==> src/rtl/seg_pkg.sv <==
// Segment codes and hex decode shared by the 7-segment display blocks.
// Bit order is {dp,g,f,e,d,c,b,a}, all active-high.
package seg_pkg;

  localparam int SEG_DP = 7;
  localparam int SEG_A  = 0;

  localparam logic [7:0] SEG_OFF = 8'h00;

  localparam logic [6:0] SEG_HEX_0 = 7'h3F;
  localparam logic [6:0] SEG_HEX_1 = 7'h06;
  localparam logic [6:0] SEG_HEX_2 = 7'h5B;
  localparam logic [6:0] SEG_HEX_3 = 7'h4F;
  localparam logic [6:0] SEG_HEX_4 = 7'h66;
  localparam logic [6:0] SEG_HEX_5 = 7'h6D;
  localparam logic [6:0] SEG_HEX_6 = 7'h7D;
  localparam logic [6:0] SEG_HEX_7 = 7'h07;
  localparam logic [6:0] SEG_HEX_8 = 7'h7F;
  localparam logic [6:0] SEG_HEX_9 = 7'h6F;
  localparam logic [6:0] SEG_HEX_A = 7'h77;
  localparam logic [6:0] SEG_HEX_B = 7'h7C;
  localparam logic [6:0] SEG_HEX_C = 7'h39;
  localparam logic [6:0] SEG_HEX_D = 7'h5E;
  localparam logic [6:0] SEG_HEX_E = 7'h79;
  localparam logic [6:0] SEG_HEX_F = 7'h71;

  function automatic logic [6:0] hex2seg(input logic [3:0] hex);
    logic [6:0] s;
    s = SEG_HEX_0;
    case (hex)
      4'h0: s = SEG_HEX_0;
      4'h1: s = SEG_HEX_1;
      4'h2: s = SEG_HEX_2;
      4'h3: s = SEG_HEX_3;
      4'h4: s = SEG_HEX_4;
      4'h5: s = SEG_HEX_5;
      4'h6: s = SEG_HEX_6;
      4'h7: s = SEG_HEX_7;
      4'h8: s = SEG_HEX_8;
      4'h9: s = SEG_HEX_9;
      4'hA: s = SEG_HEX_A;
      4'hB: s = SEG_HEX_B;
      4'hC: s = SEG_HEX_C;
      4'hD: s = SEG_HEX_D;
      4'hE: s = SEG_HEX_E;
      default: s = SEG_HEX_F;
    endcase
    return s;
  endfunction

endpackage

==> src/rtl/seg_hex_decode.sv <==
// Combinational hex nibble to {g..a} segment pattern.
// Zero latency, no handshake.
module seg_hex_decode
  import seg_pkg::*;
(
  input  logic [3:0] hex,
  output logic [6:0] seg
);

  assign seg = hex2seg(hex);

endmodule

==> src/rtl/seg_scan_4dig.sv <==
// 4-digit multiplexed 7-segment scanner; registered outputs, 1 cycle after (div_cnt, idx).
// One-entry pending buffer, committed only at frame boundaries; in_ready low while it is full.
// Build option SEG_LEADING_ZERO_BLANK_EN suppresses leading-zero segments on digits 3..1.
module seg_scan_4dig
  import seg_pkg::*;
#(
  parameter int SCAN_DIV  = 100000,
  parameter int BLANK_CYC = 16,
  parameter int DIV_W     = 17
) (
  input  logic        clk,
  input  logic        rstb,
  input  logic        in_valid,
  output logic        in_ready,
  input  logic [15:0] in_data,
  input  logic [3:0]  in_dp,
  output logic [7:0]  seg,
  output logic [3:0]  digit,
  output logic        frame_tick
);

  localparam logic [DIV_W-1:0] DIV_LAST = DIV_W'(SCAN_DIV - 1);

  logic [DIV_W-1:0] div_cnt;
  logic [1:0]       idx;
  logic [15:0]      disp_data;
  logic [3:0]       disp_dp;
  logic             pend_full;
  logic [15:0]      pend_data;
  logic [3:0]       pend_dp;

  logic       slot_end;
  logic       fb;
  logic       accept;
  logic       in_blank;
  logic       lead_zero;
  logic [3:0] cur_nib;
  logic [6:0] dec_seg;

  assign slot_end = (div_cnt == DIV_LAST);
  assign fb       = slot_end && (idx == 2'd3);
  assign in_ready = ~pend_full;
  assign accept   = in_valid & ~pend_full;

  generate
    if (BLANK_CYC == 0) begin : g_noblank
      assign in_blank = 1'b0;
    end else begin : g_blank
      assign in_blank = (div_cnt < DIV_W'(BLANK_CYC));
    end
  endgenerate

  always_ff @(posedge clk or negedge rstb) begin
    if (!rstb) begin
      div_cnt <= '0;
      idx     <= 2'd0;
    end else begin
      div_cnt <= slot_end ? '0 : div_cnt + 1'b1;
      if (slot_end) idx <= idx + 2'd1;
    end
  end

  // Commit needs pend_full from before this edge, so a same-cycle accept waits a frame.
  always_ff @(posedge clk or negedge rstb) begin
    if (!rstb) begin
      pend_full <= 1'b0;
      pend_data <= 16'h0;
      pend_dp   <= 4'h0;
      disp_data <= 16'h0;
      disp_dp   <= 4'h0;
    end else begin
      if (fb && pend_full) begin
        disp_data <= pend_data;
        disp_dp   <= pend_dp;
        pend_full <= 1'b0;
      end else if (accept) begin
        pend_data <= in_data;
        pend_dp   <= in_dp;
        pend_full <= 1'b1;
      end
    end
  end

  always_comb begin
    cur_nib = disp_data[3:0];
    case (idx)
      2'd1:    cur_nib = disp_data[7:4];
      2'd2:    cur_nib = disp_data[11:8];
      2'd3:    cur_nib = disp_data[15:12];
      default: cur_nib = disp_data[3:0];
    endcase
  end

  seg_hex_decode u_dec (
    .hex (cur_nib),
    .seg (dec_seg)
  );

`ifdef SEG_LEADING_ZERO_BLANK_EN
  always_comb begin
    lead_zero = 1'b0;
    case (idx)
      2'd3:    lead_zero = (disp_data[15:12] == 4'h0);
      2'd2:    lead_zero = (disp_data[15:8] == 8'h0);
      2'd1:    lead_zero = (disp_data[15:4] == 12'h0);
      default: lead_zero = 1'b0;
    endcase
  end
`else
  assign lead_zero = 1'b0;
`endif

  always_ff @(posedge clk or negedge rstb) begin
    if (!rstb) begin
      seg        <= SEG_OFF;
      digit      <= 4'h0;
      frame_tick <= 1'b0;
    end else begin
      frame_tick <= fb;
      if (in_blank) begin
        seg   <= SEG_OFF;
        digit <= 4'h0;
      end else begin
        digit               <= 4'b0001 << idx;
        seg[SEG_DP]         <= disp_dp[idx];
        seg[SEG_DP-1:SEG_A] <= lead_zero ? 7'h00 : dec_seg;
      end
    end
  end

endmodule

==> config.mk <==
export PLATFORM = sky130hd
export DESIGN_NAME = seg_scan_4dig
export DESIGN_NICKNAME = d
export VERILOG_FILES = /design/src/rtl/seg_pkg.sv /design/src/rtl/seg_hex_decode.sv /design/src/rtl/seg_scan_4dig.sv
export SDC_FILE = /design/constraint.sdc
export NUM_CORES = 1
export LEC_CHECK = 0
export ABC_AREA = 1
export CAP_MARGIN = 40
export CORE_AREA = 8 8 105 107
export DETAILED_ROUTE_END_ITERATION = 8
export DIE_AREA = 0 0 113 115
export PLACE_DENSITY = 0.62
export SYNTH_ARGS = -nofsm -noshare
export SYNTH_HDL_FRONTEND = slang
export SYNTH_SLANG_ARGS = --single-unit
==> constraint.sdc <==
create_clock -name clk -period 1.89 [get_ports clk]
set_input_delay 0.567 -clock clk [delete_from_list [all_inputs] [get_ports clk]]
set_output_delay 0.567 -clock clk [all_outputs]
set_load 0.05 [all_outputs]
==> out/metrics.yaml, run 1 <==
outcome:
  outcome: "finished, final reports clean"
logic_synthesis:
  post_synth.cell_area_avg_um2: 8.83
  synthesis.nets: 445
  yosys_warnings: 0
  yosysSeqAreaShare: 0.505
  synth_seq_cells: 73
  netlist_area_mm2: 0.00362
  synth_cell_types: 31
  syn_inst: 410
flow_run:
  drv_cap: 0
clocking:
  clk_pin_slew_ns: 0.09
  cts_hold_buffers: 0
  clock-sinks: 73
  numCtsBuffers: 9
  h-tree-depth: 3
  cts_tree: "done"
  clock_latency_ns: 0.35
  clock-root-buffer: "clkbuf_8"
  clock_path_buffers: 2
timing:
  max_freq_mhz: 542
  setup_viol: 0
  tns_ns: 0
  fin_crit_ns: 1.85
  whs_ns: 0.203
  worst_pin_slew_ns: 0.427
  finalMaxSlewViolations: 0
  finClkSkew_ns: 0.0115
  fin_crit_sh: 0.977
  hold_viol: 0
  rsz0062_at_grt: "yes"
  worst_slack_ns: 0.0441
  relSlewSlack: 0.713
detailed_routing:
  ant_nets: 0
  dr_total_vias: 2762
  wl_um: 7630
  vias_per_cell: 4.76
  dr.pass1.iters: 4
  drc_errors: 0
  drtIter0Drc: 98
  drt-wirelength-per-cell_um: 13.1
final_layout:
  num_antenna_cells: 0
  nets: 496
  design_area_mm2: 0.00452
  area_delta_synth_final_pct: 24.9
  regArea_mm2: 0.00183
  drive_gt1_frac: 0.253
  fillers: 941
  multi_input_area_mm2: 0.00167
  stdcell_count: 580
floorplan:
  die_x_um: 113
  coreArea_mm2: 0.00946
  rows: 36
  chipHeight_um: 115
  die_area_mm2: 0.0130
  initial_core_util: 0.383
  io_pins: 37
worst_setup_path:
  r2r_cells: 13
  required_ns: 2.18
  end_kind: "flop"
  cp.arrival_ns: 2.13
  crit_path_max_incr_delay_ns: 0.46
  slowest_stage: "dfrtp_2"
  crit_fanout: 6
  crit_path_cell_trace: "clkinv_4, ha_4, inv_8, nand2_2, nor2_4, nor2_4, buf_6, ha_1, inv_1, nand3_2, nand2_1, nand2_1, a21oi_2"
  crit_type: "reg2reg"
  critPathLaunchType: "flop"
placement:
  place.gp.congestion: 0.853
  place_inst: 559
  place_area_mm2: 0.00416
  hpwl_um: 5420
  io_buffers: 36
  dp_slack_ns: -0.0685
grt:
  first_global_vias: 2760
  track_usage: 0.125
  overflow: 0
  grt_pass1_wl_um: 13200
  antenna_found_initial: 0
  grt_max_degree: 74
power:
  max-vdd-ir-drop_mv: 0.362
  p_per_area_mw_per_mm2: 679
  p_leak_nw: 2.12
worst_hold_path:
  holdCritPathClass: "in2async"
==> flip-flops by register name, indices dropped and copies added, names as in the netlist, 2 cells and up <==
| register | count |
|---|---|
| pend_dp | 4 |
| digit | 4 |
| pend_data | 16 |
| disp_data | 16 |
| disp_dp | 4 |
| idx | 2 |
| seg | 8 |
| div_cnt | 17 |
==> routing by layer <==
layer  track usage  part of all wire  up-vias
li1              -                 -     1405
met1         0.164              0.49     1301
met2         0.194              0.47       48
met3        0.0247             0.028        8
met4        0.0631             0.016        0
met5             0                 0        -
==> cell families after synthesis <==
group           after synthesis  share of synthesized area
buf+inv                      60                     0.0709
simple gates                200                      0.260
flops                        73                      0.505
xor+xnor                      7                     0.0169
fa+ha+maj                    12                     0.0415
mux                           5                     0.0156
compound gates               53                     0.0906
==> synth_stat cells <==
master | instances | area, um^2
nor3_1 | 9 | 45.0
o21ai_1 | 4 | 20.0
nand2_2 | 11 | 68.8
ha_1 | 12 | 150
nand3b_1 | 2 | 15.0
clkbuf_1 | 1 | 3.75
or2_2 | 1 | 6.26
nand3_2 | 2 | 20.0
buf_2 | 4 | 20.0
nor2_1 | 53 | 199
buf_4 | 1 | 7.51
and3_1 | 2 | 12.5
inv_2 | 4 | 15.0
nor2_2 | 3 | 18.8
buf_6 | 3 | 33.8
o21ai_2 | 16 | 140
xnor2_1 | 2 | 17.5
nand4_4 | 1 | 21.3
a21oi_1 | 23 | 115
xor2_1 | 5 | 43.8
nor3_2 | 1 | 10.0
o21ai_0 | 8 | 40.0
dfrtp_1 | 73 | 1830
nand3_1 | 29 | 145
inv_1 | 47 | 176
nand2_1 | 74 | 278
o22ai_1 | 2 | 12.5
nor2_4 | 5 | 56.3
nand4_1 | 6 | 37.5
or2_0 | 1 | 6.26
mux2_2 | 5 | 56.3
==> worst paths after layout <==
kind | start | to | slack, ns
setup / recovery | idx[0]$_DFFE_PN0N_ | seg[5]$_DFF_PN0_ | 0.04
hold / removal | rstb | div_cnt[13]$_DFF_PN0_ | 0.20
setup reg to reg | idx[0]$_DFFE_PN0N_ | seg[5]$_DFF_PN0_ | 0.04
hold reg to reg | div_cnt[0]$_DFF_PN0_ | div_cnt[0]$_DFF_PN0_ | 0.46
max in group asynchronous | rstb | idx[0]$_DFFE_PN0N_ | 1.33
min in group clk | div_cnt[0]$_DFF_PN0_ | div_cnt[0]$_DFF_PN0_ | 0.46
==> layout make-up <==
type | instances | share of cell area
Clock buffer | 10 | 0.0304
Clock inverter | 6 | 0.0166
Inverter | 51 | 0.0451
Multi-Input combinational cell | 277 | 0.369
Sequential cell | 73 | 0.404
Tap cell | 114 | 0.0316
Timing Repair Buffer | 49 | 0.102
==> worst max-delay path, delay by kind of cell, from the launching register on <==
kind                       cells  cell delay, ns
and+or+nand+nor                6            0.43
buffers and inverters          4            0.39
AOI/OAI and AO/OA              1            0.14
adders and majority gates      2            0.38
DFF                            1            0.46
==> per-stage QoR <==
| stage | power [W] | util |
|---|---|---|
| finish | 0.00307 | 0.478 |
| detailed placement | 0.00180 | 0.440 |
| CTS | 0.00311 | 0.463 |
| global route | 0.00320 | 0.478 |
| global placement | 0.00180 | 0.440 |
| floorplan | 0.00171 | - |
==> power by group <==
part           internal (W)  total (W)  switching, W
clock network      0.000664    0.00130      0.000637
registers           0.00161    0.00162     0.0000144
logic             0.0000678   0.000143     0.0000751
==> placed cells by master, fill, tap and decap left out, types with 4 or more instances in the layout <==
cell / n
ha_4: 4
xor2_1: 5
nand3_1: 27
buf_4: 22
o21ai_1: 4
nor2_1: 50
inv_1: 44
nand2_1: 66
nand3_2: 4
dfrtp_1: 72
mux2_2: 5
nand4_1: 6
nor2_4: 8
clkbuf_8: 10
clkdlybuf4s50_1: 21
ha_1: 6
o21ai_0: 8
inv_2: 5
nand2_2: 17
o21ai_2: 16
nor3_1: 9
a21oi_1: 22
==> what timing repair did <==
action | 4_1_cts | 5_1_grt
buffers inserted | 0 | 5
pin swaps | 0 | 12
endpoints found under the setup margin | 4 | 7
resized for setup | 1 | 29
Power figures use the tool's default switching activity.
==> run 2, diff against run 1 <==
Settings changed: SLEW_MARGIN set to 30.
==> results of run 2 <==
No change in the layout: final DEF, timing and power equal those of run 1.
==> run 3, diff against run 2 <==
Settings changed: CORE_AREA 8 8 105 107 to 2 2 99 101, DIE_AREA 0 0 113 115 to 0 0 101 103.
==> run 3 against run 2 <==
Effect of this change:
- total power fell by 1.4%
- highest routed layer unchanged
- clock-buffer cell count did not move
- via count rose by 0.33%
- cell count rose by 0.52%
- largest power group unchanged
- routed wire length fell by 3.8%
==> out/metrics.yaml, run 3 (synthesis gave the netlist of run 1 again) <==
outcome:
  outcome: "finished, final reports clean"  # unchanged
worst_setup_path:
  worst_path_most_repeated_cell: "nand2_2"
  crit_path_max_incr_delay_ns: 0.46  # about the same
  crit_fanout: 6  # unchanged
  cp.arrival_ns: 2.12  # was 2.13 ns
  crit_type: "reg2reg"  # unchanged
  r2r-end: "seg[5]$_DFF_PN0_"  # unchanged
  required_ns: 2.18  # about the same
  r2r_cells: 13  # unchanged
  critical_path.reg2reg.startpoint: "idx[0]$_DFFE_PN0N_"  # unchanged
  crit_path_cell_trace: "buf_12, ha_4, nand2_1, nand2_2, nor2_1, nor2_2, buf_6, ha_1, inv_1, nand3_2, nand2_2, nand2_2, a21oi_2"  # was clkinv_4, ha_4, inv_8, nand2_2, nor2_4, nor2_4, buf_6, ha_1, inv_1, nand3_2, nand2_1, nand2_1, a21oi_2
  slowest_stage: "dfrtp_2"  # unchanged
  worst-r2r-setup-slack_ns: 0.06  # was 0.04 ns
  critPathLaunchType: "flop"  # unchanged
  end_kind: "flop"  # unchanged
flow_run:
  drv_cap: 0  # unchanged
clocking:
  clock-sinks: 73  # unchanged
  cts_hold_buffers: 0  # unchanged
  clock_latency_ns: 0.36  # was 0.35 ns
  clock-root-buffer: "clkbuf_8"  # unchanged
  clock_path_buffers: 2  # unchanged
  numCtsBuffers: 9  # unchanged
  clk_pin_slew_ns: 0.08  # was 0.09 ns
  h-tree-depth: 3  # unchanged
  cts_tree: "done"  # unchanged
power:
  max-vdd-ir-drop_mv: 0.250  # was 0.362 mV
  p_per_area_mw_per_mm2: 669  # was 679 mW/mm^2
  p_leak_nw: 2.12  # about the same
placement:
  hpwl_um: 5060  # was 5420 um
  dp_slack_ns: -0.0263  # was -0.0685 ns
  place.gp.congestion: 0.866  # was 0.853
  io_buffers: 36  # unchanged
  place_area_mm2: 0.00415  # was 0.00416 mm^2
final_layout:
  largest-register: "div_cnt"  # unchanged
  design_area_mm2: 0.00452  # unchanged
  nets: 499  # was 496
  mostFrequentLayoutCell: "dfrtp_1"  # unchanged
  largest_reg_flops: 17  # unchanged
  drive_gt1_frac: 0.258  # was 0.253
  top_regs: "div_cnt (17), disp_data (16), pend_data (16)"  # unchanged
  final_cell_mix: "dfrtp_1 (72), nand2_1 (65), nor2_1 (52)"  # was dfrtp_1 (72), nand2_1 (66), nor2_1 (50)
  num_antenna_cells: 0  # unchanged
  area_delta_synth_final_pct: 24.9  # unchanged
grt:
  top_usage_layer: "met2"  # unchanged
  grt_max_degree: 74  # unchanged
  grt_pass1_wl_um: 12200  # was 13,200 um
  track_usage: 0.152  # was 0.125
  gr-usage-met3: 0.0420  # was 0.0247
  use_met2: 0.230  # was 0.194
  overflow: 0  # unchanged
  first_global_vias: 2620  # was 2,760
  antenna_found_initial: 0  # unchanged
  grt_use_met1: 0.204  # was 0.164
timing:
  relSlewSlack: 0.697  # was 0.713
  finalMaxSlewViolations: 0  # unchanged
  fin_crit_ns: 1.83  # was 1.85 ns
  whs_ns: 0.201  # was 0.203 ns
  hold_viol: 0  # unchanged
  worst_slack_ns: 0.0620  # was 0.0441 ns
  fin_crit_sh: 0.967  # was 0.977
  finClkSkew_ns: 0.00855  # was 0.0115 ns
  rsz0062_at_grt: "yes"  # unchanged
  max_freq_mhz: 547  # was 542 MHz
  setup_viol: 0  # unchanged
  worst_pin_slew_ns: 0.455  # was 0.427 ns
detailed_routing:
  drc_errors: 0  # unchanged
  ant_nets: 0  # unchanged
  dr_total_vias: 2771  # was 2,762
  vias_per_cell: 4.75  # was 4.76
  dr.pass1.iters: 4  # unchanged
  drt-wirelength-per-cell_um: 12.6  # was 13.1 um
  drtIter0Drc: 81  # was 98
  wl_um: 7340  # was 7630 um
floorplan:
  die_area_mm2: 0.0104  # was 0.0130 mm^2
  chipHeight_um: 103  # was 115 um
  rows: 36  # unchanged
  initial_core_util: 0.383  # unchanged
  io_pins: 37  # unchanged
  die_x_um: 101  # was 113 um
  coreArea_mm2: 0.00946  # unchanged
worst_hold_path:
  holdCritPathClass: "in2async"  # unchanged
run 3: changes by cell type in the layout (fill, tap and decap cells not counted), moves of 2 or more:
cell / before / now
nand2_4: 2 / 0
clkinv_2: 0 / 2
nand2_2: 17 / 20
buf_4: 22 / 24
inv_8: 2 / 0
nor2_1: 50 / 52
nor2_4: 8 / 6
run 3: area by class of cell:
| class | instances | area [um^2] |
|---|---|---|
| clock buffers | 10 | 138 |
| clock inverters | 6 | 65.1 |
| fillers | 903 | 4940 |
| inverters | 51 | 201 |
| multi-input cells | 277 | 1650 |
| flip-flops and latches | 73 | 1830 |
| well taps | 114 | 143 |
| repair buffers | 52 | 498 |
run 3: worst max-delay path: cells and delay by family (launching register included):
kind | cells | cell delay, ns
DFF | 1 | 0.46
adders and majority gates | 2 | 0.34
buffers and inverters | 3 | 0.33
AOI/OAI and AO/OA | 1 | 0.12
and+or+nand+nor | 7 | 0.51
run 3: how the worst max path moves through the flow:
stage / start / endpoint / slack, ns / cells past startpoint
4_1_cts: idx[0]$_DFFE_PN0N_ / seg[3]$_DFF_PN0_ / 0.02 / 13
3_5_place_dp: idx[1]$_DFFE_PN0N_ / seg[3]$_DFF_PN0_ / -0.03 / 12
6_report: idx[0]$_DFFE_PN0N_ / seg[5]$_DFF_PN0_ / 0.06 / 13
5_1_grt: idx[0]$_DFFE_PN0N_ / seg[3]$_DFF_PN0_ / -0.08 / 9
3_3_place_gp: idx[0]$_DFFE_PN0N_ / seg[3]$_DFF_PN0_ / 0.04 / 13
2_1_floorplan: idx[1]$_DFFE_PN0N_ / seg[3]$_DFF_PN0_ / 0.01 / 13
run 3: through the flow:
| step | utilization | TNS (ns) | std cells | power, W |
|---|---|---|---|---|
| floorplan | - | 0 | 410 | 0.00171 |
| global placement | 0.438 | 0 | 557 | 0.00180 |
| detailed placement | 0.438 | -0.0482 | 557 | 0.00180 |
| CTS | 0.461 | 0 | 574 | 0.00307 |
| global route | 0.478 | -0.290 | 583 | 0.00317 |
| finish | 0.478 | 0 | 583 | 0.00302 |
run 3: what timing repair did:
item                       CTS  global route
pin swaps                    0             9
setup endpoints to repair    5             7
gates resized for setup      1            24
setup buffers                1             9
hold endpoints to repair     0             0
run 3: metal layers:
layer	vias up	share of wire
met5	-	0
met4	0	0.022
met3	14	0.049
met2	76	0.45
met1	1266	0.48
li1	1415	-
run 3: where the power goes:
part / switching [W] / internal (W) / total (W)
registers: 0.0000142 / 0.00161 / 0.00162
logic: 0.0000748 / 0.0000678 / 0.000143
clock network: 0.000611 / 0.000647 / 0.00126
total: 0.000700 / 0.00232 / 0.00302
